===== src/rtl/fpu_cvt_pkg.sv =====
// Shared types and constants for the fixed-to-float converter scheduler.
package fpu_cvt_pkg;

  localparam int FIXED_W = 32;
  localparam int EXP_W   = 8;
  localparam int FLOAT_W = 32;

  localparam logic [FLOAT_W-1:0] FLOAT_ZERO = 32'h0000_0000;

  typedef enum logic [1:0] {
    IDLE = 2'd0,
    LOAD = 2'd1,
    WAIT = 2'd2,
    RESP = 2'd3
  } cvt_state_t;

endpackage


===== src/rtl/fpu_rr_pick.sv =====
// Combinational round-robin picker: finds the first valid requester at or
// after ptr, wrapping around past the highest index.
module fpu_rr_pick #(
  parameter int NREQ  = 2,
  parameter int PTR_W = (NREQ > 1) ? $clog2(NREQ) : 1
) (
  input  logic [NREQ-1:0]  req_valid,
  input  logic [PTR_W-1:0] ptr,
  output logic [PTR_W-1:0] gnt_idx,
  output logic             gnt_any
);

  int               w_idx;
  logic [PTR_W-1:0] w_pos;

  // Scan from the farthest offset down so the nearest valid one after ptr wins
  always_comb begin
    gnt_any = 1'b0;
    gnt_idx = '0;
    w_idx   = 0;
    w_pos   = '0;
    for (int i = NREQ - 1; i >= 0; i--) begin
      w_idx = (int'(ptr) + i) % NREQ;
      w_pos = PTR_W'(w_idx);
      if (req_valid[w_pos]) begin
        gnt_any = 1'b1;
        gnt_idx = w_pos;
      end
    end
  end

endmodule


===== src/rtl/fpu_cvt_sched.sv =====
// Round-robin scheduler sharing one iterative fixed-to-float converter
// between NREQ requesters. One conversion in flight at a time.
// Optional feature: define FPU_CVT_SCHED_ZERO_BYPASS_EN to answer zero
// operands directly without running the converter.
module fpu_cvt_sched
  import fpu_cvt_pkg::*;
#(
  parameter int NREQ         = 2,
  parameter int CONV_LATENCY = 64
) (
  input  logic                    clk,
  input  logic                    reset,
  input  logic [NREQ-1:0]         req_valid,
  output logic [NREQ-1:0]         req_ready,
  input  logic [NREQ*FIXED_W-1:0] req_fixed,
  input  logic [NREQ*EXP_W-1:0]   req_exp,
  output logic [NREQ-1:0]         resp_valid,
  input  logic [NREQ-1:0]         resp_ready,
  output logic [FLOAT_W-1:0]      resp_float,
  output logic [FIXED_W-1:0]      cvt_fixed,
  output logic [EXP_W-1:0]        cvt_exp,
  output logic                    cvt_load,
  input  logic [FLOAT_W-1:0]      cvt_float,
  output logic                    busy
);

  localparam int PTR_W = (NREQ > 1) ? $clog2(NREQ) : 1;
  localparam int CNT_W = $clog2(CONV_LATENCY + 1);

  cvt_state_t         r_state;
  cvt_state_t         w_state_nxt;
  logic [PTR_W-1:0]   r_ptr;
  logic [PTR_W-1:0]   r_grant;
  logic [CNT_W-1:0]   r_cnt;
  logic [FIXED_W-1:0] r_fixed;
  logic [EXP_W-1:0]   r_exp;
  logic [FLOAT_W-1:0] r_result;

  logic [PTR_W-1:0]   w_gnt_idx;
  logic               w_gnt_any;
  logic [FIXED_W-1:0] w_win_fixed;
  logic [EXP_W-1:0]   w_win_exp;
  logic               w_req_hs;
  logic               w_resp_hs;
  logic [PTR_W-1:0]   w_ptr_nxt;

  fpu_rr_pick #(
    .NREQ  (NREQ),
    .PTR_W (PTR_W)
  ) u_pick (
    .req_valid (req_valid),
    .ptr       (r_ptr),
    .gnt_idx   (w_gnt_idx),
    .gnt_any   (w_gnt_any)
  );

  assign w_win_fixed = req_fixed[int'(w_gnt_idx) * FIXED_W +: FIXED_W];
  assign w_win_exp   = req_exp[int'(w_gnt_idx) * EXP_W +: EXP_W];
  assign w_req_hs    = (r_state == IDLE) && w_gnt_any;
  assign w_resp_hs   = (r_state == RESP) && resp_ready[r_grant];
  assign w_ptr_nxt   = (r_grant == PTR_W'(NREQ - 1)) ? '0 : r_grant + 1'b1;

  // Operand regs drive the converter so its inputs hold for the whole run
  assign cvt_fixed  = r_fixed;
  assign cvt_exp    = r_exp;
  assign resp_float = r_result;

  // Next-state decode and the handshake/control outputs
  always_comb begin
    w_state_nxt = r_state;
    req_ready   = '0;
    resp_valid  = '0;
    cvt_load    = 1'b0;
    busy        = (r_state != IDLE);
    case (r_state)
      IDLE: begin
        if (w_gnt_any) begin
          req_ready = NREQ'(1) << w_gnt_idx;
`ifdef FPU_CVT_SCHED_ZERO_BYPASS_EN
          w_state_nxt = (w_win_fixed == '0) ? RESP : LOAD;
`else
          w_state_nxt = LOAD;
`endif
        end
      end
      LOAD: begin
        cvt_load    = 1'b1;
        w_state_nxt = WAIT;
      end
      WAIT: begin
        if (r_cnt == '0) w_state_nxt = RESP;
      end
      RESP: begin
        resp_valid = NREQ'(1) << r_grant;
        if (resp_ready[r_grant]) w_state_nxt = IDLE;
      end
      default: w_state_nxt = IDLE;
    endcase
  end

  // State register plus operand, counter, result and pointer bookkeeping
  always_ff @(posedge clk) begin
    if (reset) begin
      r_state  <= IDLE;
      r_ptr    <= '0;
      r_grant  <= '0;
      r_cnt    <= '0;
      r_fixed  <= '0;
      r_exp    <= '0;
      r_result <= '0;
    end else begin
      r_state <= w_state_nxt;
      case (r_state)
        IDLE: begin
          if (w_req_hs) begin
            r_fixed <= w_win_fixed;
            r_exp   <= w_win_exp;
            r_grant <= w_gnt_idx;
`ifdef FPU_CVT_SCHED_ZERO_BYPASS_EN
            if (w_win_fixed == '0) r_result <= FLOAT_ZERO;
`endif
          end
        end
        LOAD: r_cnt <= CNT_W'(CONV_LATENCY - 1);
        WAIT: begin
          if (r_cnt == '0) r_result <= cvt_float;
          else             r_cnt    <= r_cnt - 1'b1;
        end
        RESP: begin
          if (w_resp_hs) r_ptr <= w_ptr_nxt;
        end
        default: ;
      endcase
    end
  end

endmodule


===== config.mk =====
export PLATFORM = sky130hd
export DESIGN_NAME = fpu_cvt_sched
export DESIGN_NICKNAME = d
export VERILOG_FILES = /design/src/rtl/fpu_cvt_pkg.sv /design/src/rtl/fpu_rr_pick.sv /design/src/rtl/fpu_cvt_sched.sv
export SDC_FILE = /design/constraint.sdc
export NUM_CORES = 1
export LEC_CHECK = 0
export ABC_AREA = 1
export ABC_CLOCK_PERIOD_IN_PS = 2460
export CORE_ASPECT_RATIO = 1.75
export CORE_MARGIN = 2
export CORE_UTILIZATION = 33
export CTS_CLUSTER_DIAMETER = 200
export DETAILED_ROUTE_END_ITERATION = 10
export PLACE_DENSITY = 0.68
export SETUP_SLACK_MARGIN = 0.05
export SLEW_MARGIN = 40
export SYNTH_ARGS = -nofsm -noshare
export SYNTH_HDL_FRONTEND = slang
export SYNTH_SLANG_ARGS = --single-unit

===== constraint.sdc =====
create_clock -name clk -period 2.46 [get_ports clk]
set_input_delay 0.246 -clock clk [delete_from_list [all_inputs] [get_ports clk]]
set_output_delay 0.246 -clock clk [all_outputs]
set_load 0.005 [all_outputs]

==> results of run 1 <==
==> worst max-delay path by stage <==
stage,startpoint,endpoint,cells past startpoint
2_1_floorplan,r_state[0]$_SDFFE_PP0P_,r_cnt[5]$_SDFFE_PP0P_,8
3_3_place_gp,req_valid[1],req_ready[1],4
3_5_place_dp,req_valid[1],req_ready[1],4
4_1_cts,req_valid[1],req_ready[1],4
5_1_grt,r_state[0]$_SDFFE_PP0P_,resp_float[27]$_SDFFE_PP0P_,6
6_report,req_valid[1],req_ready[1],4
==> where the power goes <==
part / total [mW] / internal (mW) / leakage [nW] / switching [mW]
clock network: 1.46 / 0.922 / 0.156 / 0.538
registers: 1.93 / 1.72 / 0.681 / 0.213
logic: 2.53 / 1.25 / 1.85 / 1.28
==> registers in the layout, indices dropped and copies added, names as in the netlist <==
register / flops
r_state: 2
cvt_fixed: 32
resp_float: 32
cvt_exp: 8
r_cnt: 7
r_grant: 1
r_ptr: 1
==> cells in the mapped netlist (all sizes together) <==
cell type  number
o21ai          35
dfxtp          83
clkbuf          9
inv            61
a21oi          11
nor2           82
nand4           1
nand2         121
ha              6
nand3          75
buf            22
o211ai         24
or2             2
o21a            1
==> cell families (layout without fill, tap and decap cells) <==
family / count (synthesis) / in the layout / share of synthesized area
adders and majority gates: 6 / 6 / 0.0195
DFF: 83 / 83 / 0.432
and+or+nand+nor: 281 / 281 / 0.327
buffers and inverters: 92 / 279 / 0.113
AOI/OAI and AO/OA: 71 / 71 / 0.109
==> layer usage <==
layer | vias up | track usage | share of wire
met1 | 1845 | 0.186 | 0.38
li1 | 2063 | - | -
met2 | 134 | 0.335 | 0.53
met4 | 0 | 0.0825 | 0.030
met3 | 21 | 0.0444 | 0.057
met5 | - | 0 | 0
==> critical path, stage by stage <==
cell and delay, ns:
clkdlybuf4s50_1 0.70, nand2_4 0.27, nor2_8 0.15, clkdlybuf4s50_1 0.51
==> area by class of cell <==
type                    instances  area [sq um]  area share
multi-input cells             358          1750       0.284
repair buffers                202          2020       0.328
clock inverters                 5          85.1      0.0138
inverters                      61           231      0.0376
well taps                     135           169      0.0274
clock buffers                  11           243      0.0394
flip-flops and latches         83          1660       0.270
==> stage by stage <==
step | instances | hold slack [ns] | instance area [sq um] | setup slack, ns
3_5_place_dp | 839 | 0.471 | 5830 | 0.305
4_1_cts | 855 | 0.484 | 6160 | 0.305
3_3_place_gp | 839 | 0.466 | 5830 | 0.330
5_1_grt | 855 | 0.507 | 6160 | 0.159
6_report | 855 | 0.480 | 6160 | 0.315
2_1_floorplan | 533 | 0.393 | 3850 | 0.960
==> results.cfg, run 1 <==
[layout]
antennaDiodeCount = 0
area_growth_pct = 60.1
final_cell_mix = clkdlybuf4s50_1 (195), nand2_1 (107), dfxtp_1 (83)
fillerInstances = 1093
layout_commonest_cell = clkdlybuf4s50_1
utilization = 0.538
drive_above_1_share = 0.0681
fin_nets = 839

[routing]
ant_nets = 0
wl_um = 11700
dr.pass1.iters = 4
vias = 4063
viasPerCell = 4.75
routedWlPerCell_um = 13.7
drtIter0Drc = 125
route.detailed.drc = 0

[sta]
max_freq_mhz = 466
setup_tns_ns = 0
fin_skew_ns = 0.00759
drv_slew = 0
tightestPinTransition_ns = 0.557
min_period_ns = 2.14
hold_viol = 0
rsz0062_at_grt = false
fin_crit_sh = 0.872
final-setup-viol-count = 0
slew-limit-headroom = 0.628

[cts]
clkSinkCount = 83
postCtsSetupRepairBufs = 0
cts_tree = done
cts_hold_buf = 0
path_clk_slew_ns = 0.06
numCtsBuffers = 9
htreeDepth = 3
cts.path.max_buffers = 2
insertion_delay_ns = 0.33
ctsRootBufferMaster = clkbuf_16
ctsResizeCount = 0

[hold_path]
hold_path.class = flip-flop to flip-flop
holdPathStages = 2
min_from = resp_float[14]$_SDFFE_PP0P_
worstHoldEndpoint = resp_float[14]$_SDFFE_PP0P_

[placement]
io_buffers = 195
place_congestion = 0.844
dp_hpwl_um = 8740

[critical_path]
reg2reg_slack_ns = 0.42
r2r-start = r_state[0]$_SDFFE_PP0P_
reg2reg_to = resp_float[30]$_SDFFE_PP0P_
ff2ff_path_depth = 6
criticalPathCategory = input port to output pin
critPathArrivalTime_ns = 1.90
start_kind = input port
crit_required_ns = 2.21
worstPathMaxFanout = 26
cp-end-kind = output pin

[pwr]
irDropWorstVdd_v = 0.000532
p_per_area_nw_per_um2 = 962
power_mw = 5.92
p_leak_nw = 2.69

[floorplan]
die_w_um = 85.6
chipHeight_um = 147
rows = 52
dieArea_sq_um = 12600
io_pins = 196
start_util = 0.336
core_area_sq_um = 11500

[grt]
grtUsageTotal = 0.181
first_global_vias = 3902
grt_start_max_net_pins = 59
grt_overflow = 0
antenna_found_initial = 0
grt_pass1_wl_um = 18200

[flow_run]
drv_cap = 0

[synth]
synth_top_cell_by_area = dfxtp_1
yosysWarningCount = 0
synthDistinctLibCells = 26
synth-seq-area-share = 0.432
synth.avg_cell_area_sq_um = 7.22
synth_area_sq_um = 3850
syn_nets = 657
synth-seq-cells = 83
synth_top_area_frac = 0.432
synthCells = 533
ys_top_cells_by_area = dfxtp_1 (43%), nand2_1 (10%), nand3_1 (9.6%)

[outcome]
status = complete, no violations
Note: power is estimated with default switching activity, not from simulation.
==> inputs of run 2 (changes only) <==
- CELL_PAD_IN_SITES_DETAIL_PLACEMENT: default -> 0
- CELL_PAD_IN_SITES_GLOBAL_PLACEMENT: default -> 1
- CORE_UTILIZATION: 33 -> 29
- PLACE_DENSITY: 0.68 -> default
- PLACE_DENSITY_LB_ADDON: default -> 0.1
- SLEW_MARGIN: 40 -> default
==> run 2 against run 1 <==
Compared with the run above:
- via count barely moved
- power rose by 0.63%
- cell count rose by 4.7%
- die area rose by 13%
- maximum frequency rose by 0.97%
- register-to-register slack improved by 0.25 ns
- sequential share of layout area fell by 0.34 points
- sequential cell count did not move
- design area rose by 1.3%
- critical endpoint is now req_ready[0]
- largest power group unchanged
==> results.cfg, run 2 (synthesized netlist as in run 1, its figures left out) <==
[layout]
drive_above_1_share = 0.0746
fin_nets = 843
seq_area_sq_um = 1660
final_cell_mix = clkdlybuf4s50_1 (195), nand2_1 (107), dfxtp_1 (83)
final_cell_area_sq_um = 6230
fillerInstances = 1390
antennaDiodeCount = 0
area_growth_pct = 62.1
layout_commonest_cell = clkdlybuf4s50_1
multi_input_area_sq_um = 1750

[pwr]
p_leak_nw = 2.72
p_per_area_nw_per_um2 = 956
irDropWorstVdd_v = 0.000423

[cts]
cts_tree = done
ctsRootBufferMaster = clkbuf_16
numCtsBuffers = 9
insertion_delay_ns = 0.34
clkSinkCount = 83
cts_hold_buf = 0
ctsResizeCount = 0
htreeDepth = 3
postCtsSetupRepairBufs = 0
path_clk_slew_ns = 0.06
cts.path.max_buffers = 2

[floorplan]
dieArea_sq_um = 14200
rows = 55
start_util = 0.297
core_area_sq_um = 12900
die_w_um = 91.1
io_pins = 196
chipHeight_um = 156

[critical_path]
worstPathMaxFanout = 4
criticalPathCategory = flip-flop to output pin
ff2ff_path_depth = 8
start_kind = flip-flop
critPathArrivalTime_ns = 1.88
reg2reg_to = cvt_exp[4]$_SDFFE_PP0P_
cp-end-kind = output pin
crit_required_ns = 2.21
r2r-start = r_state[0]$_SDFFE_PP0P_
reg2reg_slack_ns = 0.67

[grt]
grt_pass1_wl_um = 19600
grt_start_max_net_pins = 49
antenna_found_initial = 0
grt_overflow = 0
first_global_vias = 3925
grtUsageTotal = 0.173

[routing]
met1_length_um = 4980
highest_layer = met4
ant_nets = 0
wl_um = 12500
wl_met2_um = 6240
routedWlPerCell_um = 13.9
viasPerCell = 4.54
drtIter0Drc = 109
route.detailed.drc = 0
wl_met3_um = 877
dr.pass1.iters = 6
vias = 4066

[placement]
place_congestion = 0.787
dpl_cell_area_sq_um = 5900
pre_cts_slack_ns = 0.517
dp_hpwl_um = 9140
io_buffers = 195

[hold_path]
hold_path.class = flip-flop to flip-flop
worstHoldEndpoint = resp_float[17]$_SDFFE_PP0P_
min_from = resp_float[17]$_SDFFE_PP0P_
holdPathStages = 2

[sta]
tightestPinTransition_ns = 0.559
max_freq_mhz = 471
fin_skew_ns = 0.00703
finalWorstSetupSlack_ns = 0.336
drv_slew = 0
fin_crit_sh = 0.864
slew-limit-headroom = 0.627
final-setup-viol-count = 0
hold_viol = 0
min_period_ns = 2.12
rsz0062_at_grt = false
setup_tns_ns = 0

[flow_run]
drv_cap = 0

[outcome]
status = complete, no violations
==> run 2: cell count changes in the layout (fill, tap and decap cells not counted) <==
cell and delta:
clkinv_4 +1, buf_4 +4, clkbuf_8 -1, clkinvlp_4 -1, inv_8 +1, clkbuf_1 -1, inv_6 +1
==> run 2: worst max-delay path, cell delays in order, from the launching register on <==
cell	delay, ns
dfxtp_1	0.34
inv_1	0.09
ha_1	0.23
inv_2	0.12
nor2_8	0.16
nand2_4	0.06
inv_4	0.04
clkdlybuf4s50_1	0.49
==> run 2: layer usage <==
metal / up-vias / track usage
li1: 2070 / -
met4: 0 / 0.0786
met2: 153 / 0.307
met1: 1822 / 0.186
met5: - / 0
met3: 21 / 0.0554
==> run 2: how the worst max path moves through the flow <==
stage	from	endpoint	slack (ns)	cells after the start
finish	r_state[0]$_SDFFE_PP0P_	req_ready[0]	0.34	7
global placement	req_valid[1]	req_ready[0]	0.55	6
global route	r_state[0]$_SDFFE_PP0P_	req_ready[0]	0.21	7
floorplan	r_state[0]$_SDFFE_PP0P_	r_cnt[5]$_SDFFE_PP0P_	0.96	8
CTS	r_state[0]$_SDFFE_PP0P_	req_ready[0]	0.30	7
detailed placement	req_valid[1]	cvt_exp[4]$_SDFFE_PP0P_	0.52	7
==> run 2: layout make-up <==
type,instances,area share
clock buffer,9,0.0361
clock inverter,7,0.0171
inverter,61,0.0371
multi-input combinational,358,0.281
sequential,83,0.267
tap,171,0.0343
timing repair buffer,206,0.328
==> run 2: per-stage QoR <==
| stage | hold slack, ns | power (mW) | utilization | cells |
|---|---|---|---|---|
| 2_1_floorplan | 0.393 | 3.40 | - | 533 |
| 4_1_cts | 0.490 | 6.06 | 0.482 | 895 |
| 3_3_place_gp | 0.463 | 4.47 | 0.456 | 879 |
| 3_5_place_dp | 0.475 | 4.51 | 0.456 | 879 |
| 5_1_grt | 0.505 | 6.40 | 0.482 | 895 |
| 6_report | 0.484 | 5.96 | 0.482 | 895 |
==> run 2: power by group <==
part / switching [mW] / leakage (nW) / total (mW) / internal, mW
combinational: 1.28 / 1.87 / 2.53 / 1.25
clock: 0.594 / 0.163 / 1.50 / 0.907
sequential: 0.213 / 0.681 / 1.93 / 1.72
==> inputs of run 3 (changes only) <==
- ABC_AREA: 1 -> default
- REMOVE_ABC_BUFFERS: default -> 1
- SKIP_LAST_GASP: default -> 1
==> run 3 against run 2 <==
Compared with the run above:
- worst hold slack got worse by 0.10 ns
- setup slack got worse by 0.033 ns
- first-iteration DRC count decreased by 25%
- global-route usage decreased by 1.4 points
- critical path type unchanged
- largest power group unchanged
==> results.cfg, run 3 <==
[pwr]
p_switching_mw = 1.59
combPwrFrac = 0.371
p_per_area_nw_per_um2 = 889
irDropWorstVdd_v = 0.000339
p_int_mw = 3.61
swShare = 0.306
seq_power_share = 0.369
share_clk_of_total_power = 0.261
p_leak_nw = 2.22

[cts]
cts_tree = done
ctsResizeCount = 0
ctsRootBufferMaster = clkbuf_16
clkSinkCount = 83
postCtsSetupRepairBufs = 0
insertion_delay_ns = 0.33
htreeDepth = 3
numCtsBuffers = 9
path_clk_slew_ns = 0.06
cts.path.max_buffers = 2
cts_hold_buf = 0

[grt]
grt_pass1_wl_um = 16300
grt_start_max_net_pins = 50
grtUsageTotal = 0.159
grt_overflow = 0
first_global_vias = 3325
antenna_found_initial = 1

[synth]
synthAdderAreaFrac = 0.0214
yosysMostFrequentCell = dfxtp_1
synth_area_sq_um = 3510
synth_simple_gate_area_frac = 0.188
ys_top_cells_by_area = dfxtp_1 (47%), mux2i_1 (8.0%), nand2_1 (7.3%)
synth_edf_count = 0
yosysWarningCount = 0
synth_top_family_by_area = simple AND/OR/NAND/NOR gates
synth_top_area_frac = 0.473
synth.avg_cell_area_sq_um = 9.21
synthCells = 381
synthXorXnorAreaFrac = 0.00250
synth-seq-area-share = 0.473
ys.flop_type = dfxtp_1
synth_compound_area_frac = 0.186
synthArstFlopShare = 0
synth_commonest_cells = dfxtp_1 (83), nand2_1 (68), a21oi_1 (39)
synth-seq-cells = 83
synth_top_cell_by_area = dfxtp_1
synthDistinctLibCells = 42
synth_mux_area_frac = 0.0799

[layout]
layout_commonest_cell = clkdlybuf4s50_1
fillerInstances = 1176
final_cell_area_sq_um = 5850
drive_above_1_share = 0.0578
area_growth_pct = 66.6
fin_nets = 691
final_cell_mix = clkdlybuf4s50_1 (194), dfxtp_1 (83), nand2_1 (68)

[placement]
dpl_cell_area_sq_um = 5540
dp_hpwl_um = 7640
place_congestion = 0.726
io_buffers = 195

[flow_run]
drv_cap = 0

[hold_path]
hold_path.class = input port to flip-flop
min_from = reset

[sta]
fin_skew_ns = 0.00677
drv_slew = 0
slew-limit-headroom = 0.300
tightestPinTransition_ns = 1.05
fin_crit_sh = 0.877
hold_viol = 0
setup_tns_ns = 0
rsz0062_at_grt = false
max_freq_mhz = 464
min_period_ns = 2.16
final-setup-viol-count = 0

[critical_path]
r2r-start = r_state[0]$_SDFFE_PP0P_
cp-end-kind = output pin
worstPathMaxFanout = 6
criticalPathCategory = flip-flop to output pin
startpoint = r_state[0]$_SDFFE_PP0P_
crit_required_ns = 2.21
start_kind = flip-flop
critPathArrivalTime_ns = 1.91

[floorplan]
start_util = 0.294
dieArea_sq_um = 13000
chipHeight_um = 150
core_area_sq_um = 11900
die_w_um = 87.2
rows = 53
io_pins = 196

[routing]
wl_um = 10400
vias = 3320
route.detailed.drc = 0
viasPerCell = 4.68
dr.pass1.iters = 4
ant_nets = 0
routedWlPerCell_um = 14.7
drtIter0Drc = 82

[outcome]
status = complete, no violations
-- run 3: final timing paths --
path | end | slack [ns] | cells after the start
worst max-delay path | req_ready[0] | 0.30 | 6
worst min-delay path | r_ptr$_SDFFE_PP0P_ | 0.38 | 2
worst max register to register | cvt_fixed[23]$_SDFFE_PP0P_ | 0.37 | 6
worst min register to register | resp_float[21]$_SDFFE_PP0P_ | 0.45 | 2
-- run 3: power groups by stage --
stage / clock network, mW / logic (mW) / registers [mW]
after floorplan: 0 / 0.888 / 1.93
after global placement: 0 / 1.94 / 1.93
after detailed placement: 0 / 1.95 / 1.94
after CTS: 1.41 / 1.96 / 1.92
after global routing: 1.46 / 2.13 / 1.96
final: 1.35 / 1.93 / 1.92
-- run 3: cell families after synthesis --
logic type / after synthesis
xor+xnor: 1
simple gates: 137
compound gates: 92
mux: 28
buf+inv: 34
flops: 83
fa+ha+maj: 6
-- run 3: layout make-up --
| type | instances | area [sq um] | area share |
|---|---|---|---|
| timing repair buffer | 202 | 2000 | 0.342 |
| multi-input combinational | 264 | 1680 | 0.288 |
| sequential | 83 | 1660 | 0.284 |
| clock buffer | 11 | 253 | 0.0432 |
| tap | 137 | 171 | 0.0293 |
| clock inverter | 4 | 50.0 | 0.00856 |
| inverter | 7 | 26.3 | 0.00449 |
| antenna | 1 | 2.50 | 0.000428 |
-- run 3: metal layers --
metal / global-route usage / up-vias / part of all wire
met4: 0.0592 / 0 / 0.019
met1: 0.180 / 1474 / 0.40
met5: 0 / - / 0
met2: 0.265 / 136 / 0.49
met3: 0.0640 / 12 / 0.085
li1: - / 1698 / -
-- run 3: critical path, cell delays in order, from the launching register on --
cell and delay, ns:
dfxtp_1 0.38, inv_1 0.08, ha_1 0.24, inv_2 0.18, nor2_4 0.07, and2_1 0.17, clkdlybuf4s50_1 0.46
-- run 3: stage by stage --
step / hold slack [ns] / setup WS [ns] / util / std cells / total power, mW
2_1_floorplan: 0.315 / 0.283 / - / 354 / 2.82
3_3_place_gp: 0.442 / 0.237 / 0.464 / 693 / 3.87
3_5_place_dp: 0.446 / 0.188 / 0.464 / 693 / 3.89
4_1_cts: 0.383 / 0.269 / 0.490 / 708 / 5.29
5_1_grt: 0.411 / 0.186 / 0.490 / 709 / 5.55
6_report: 0.382 / 0.303 / 0.490 / 709 / 5.20
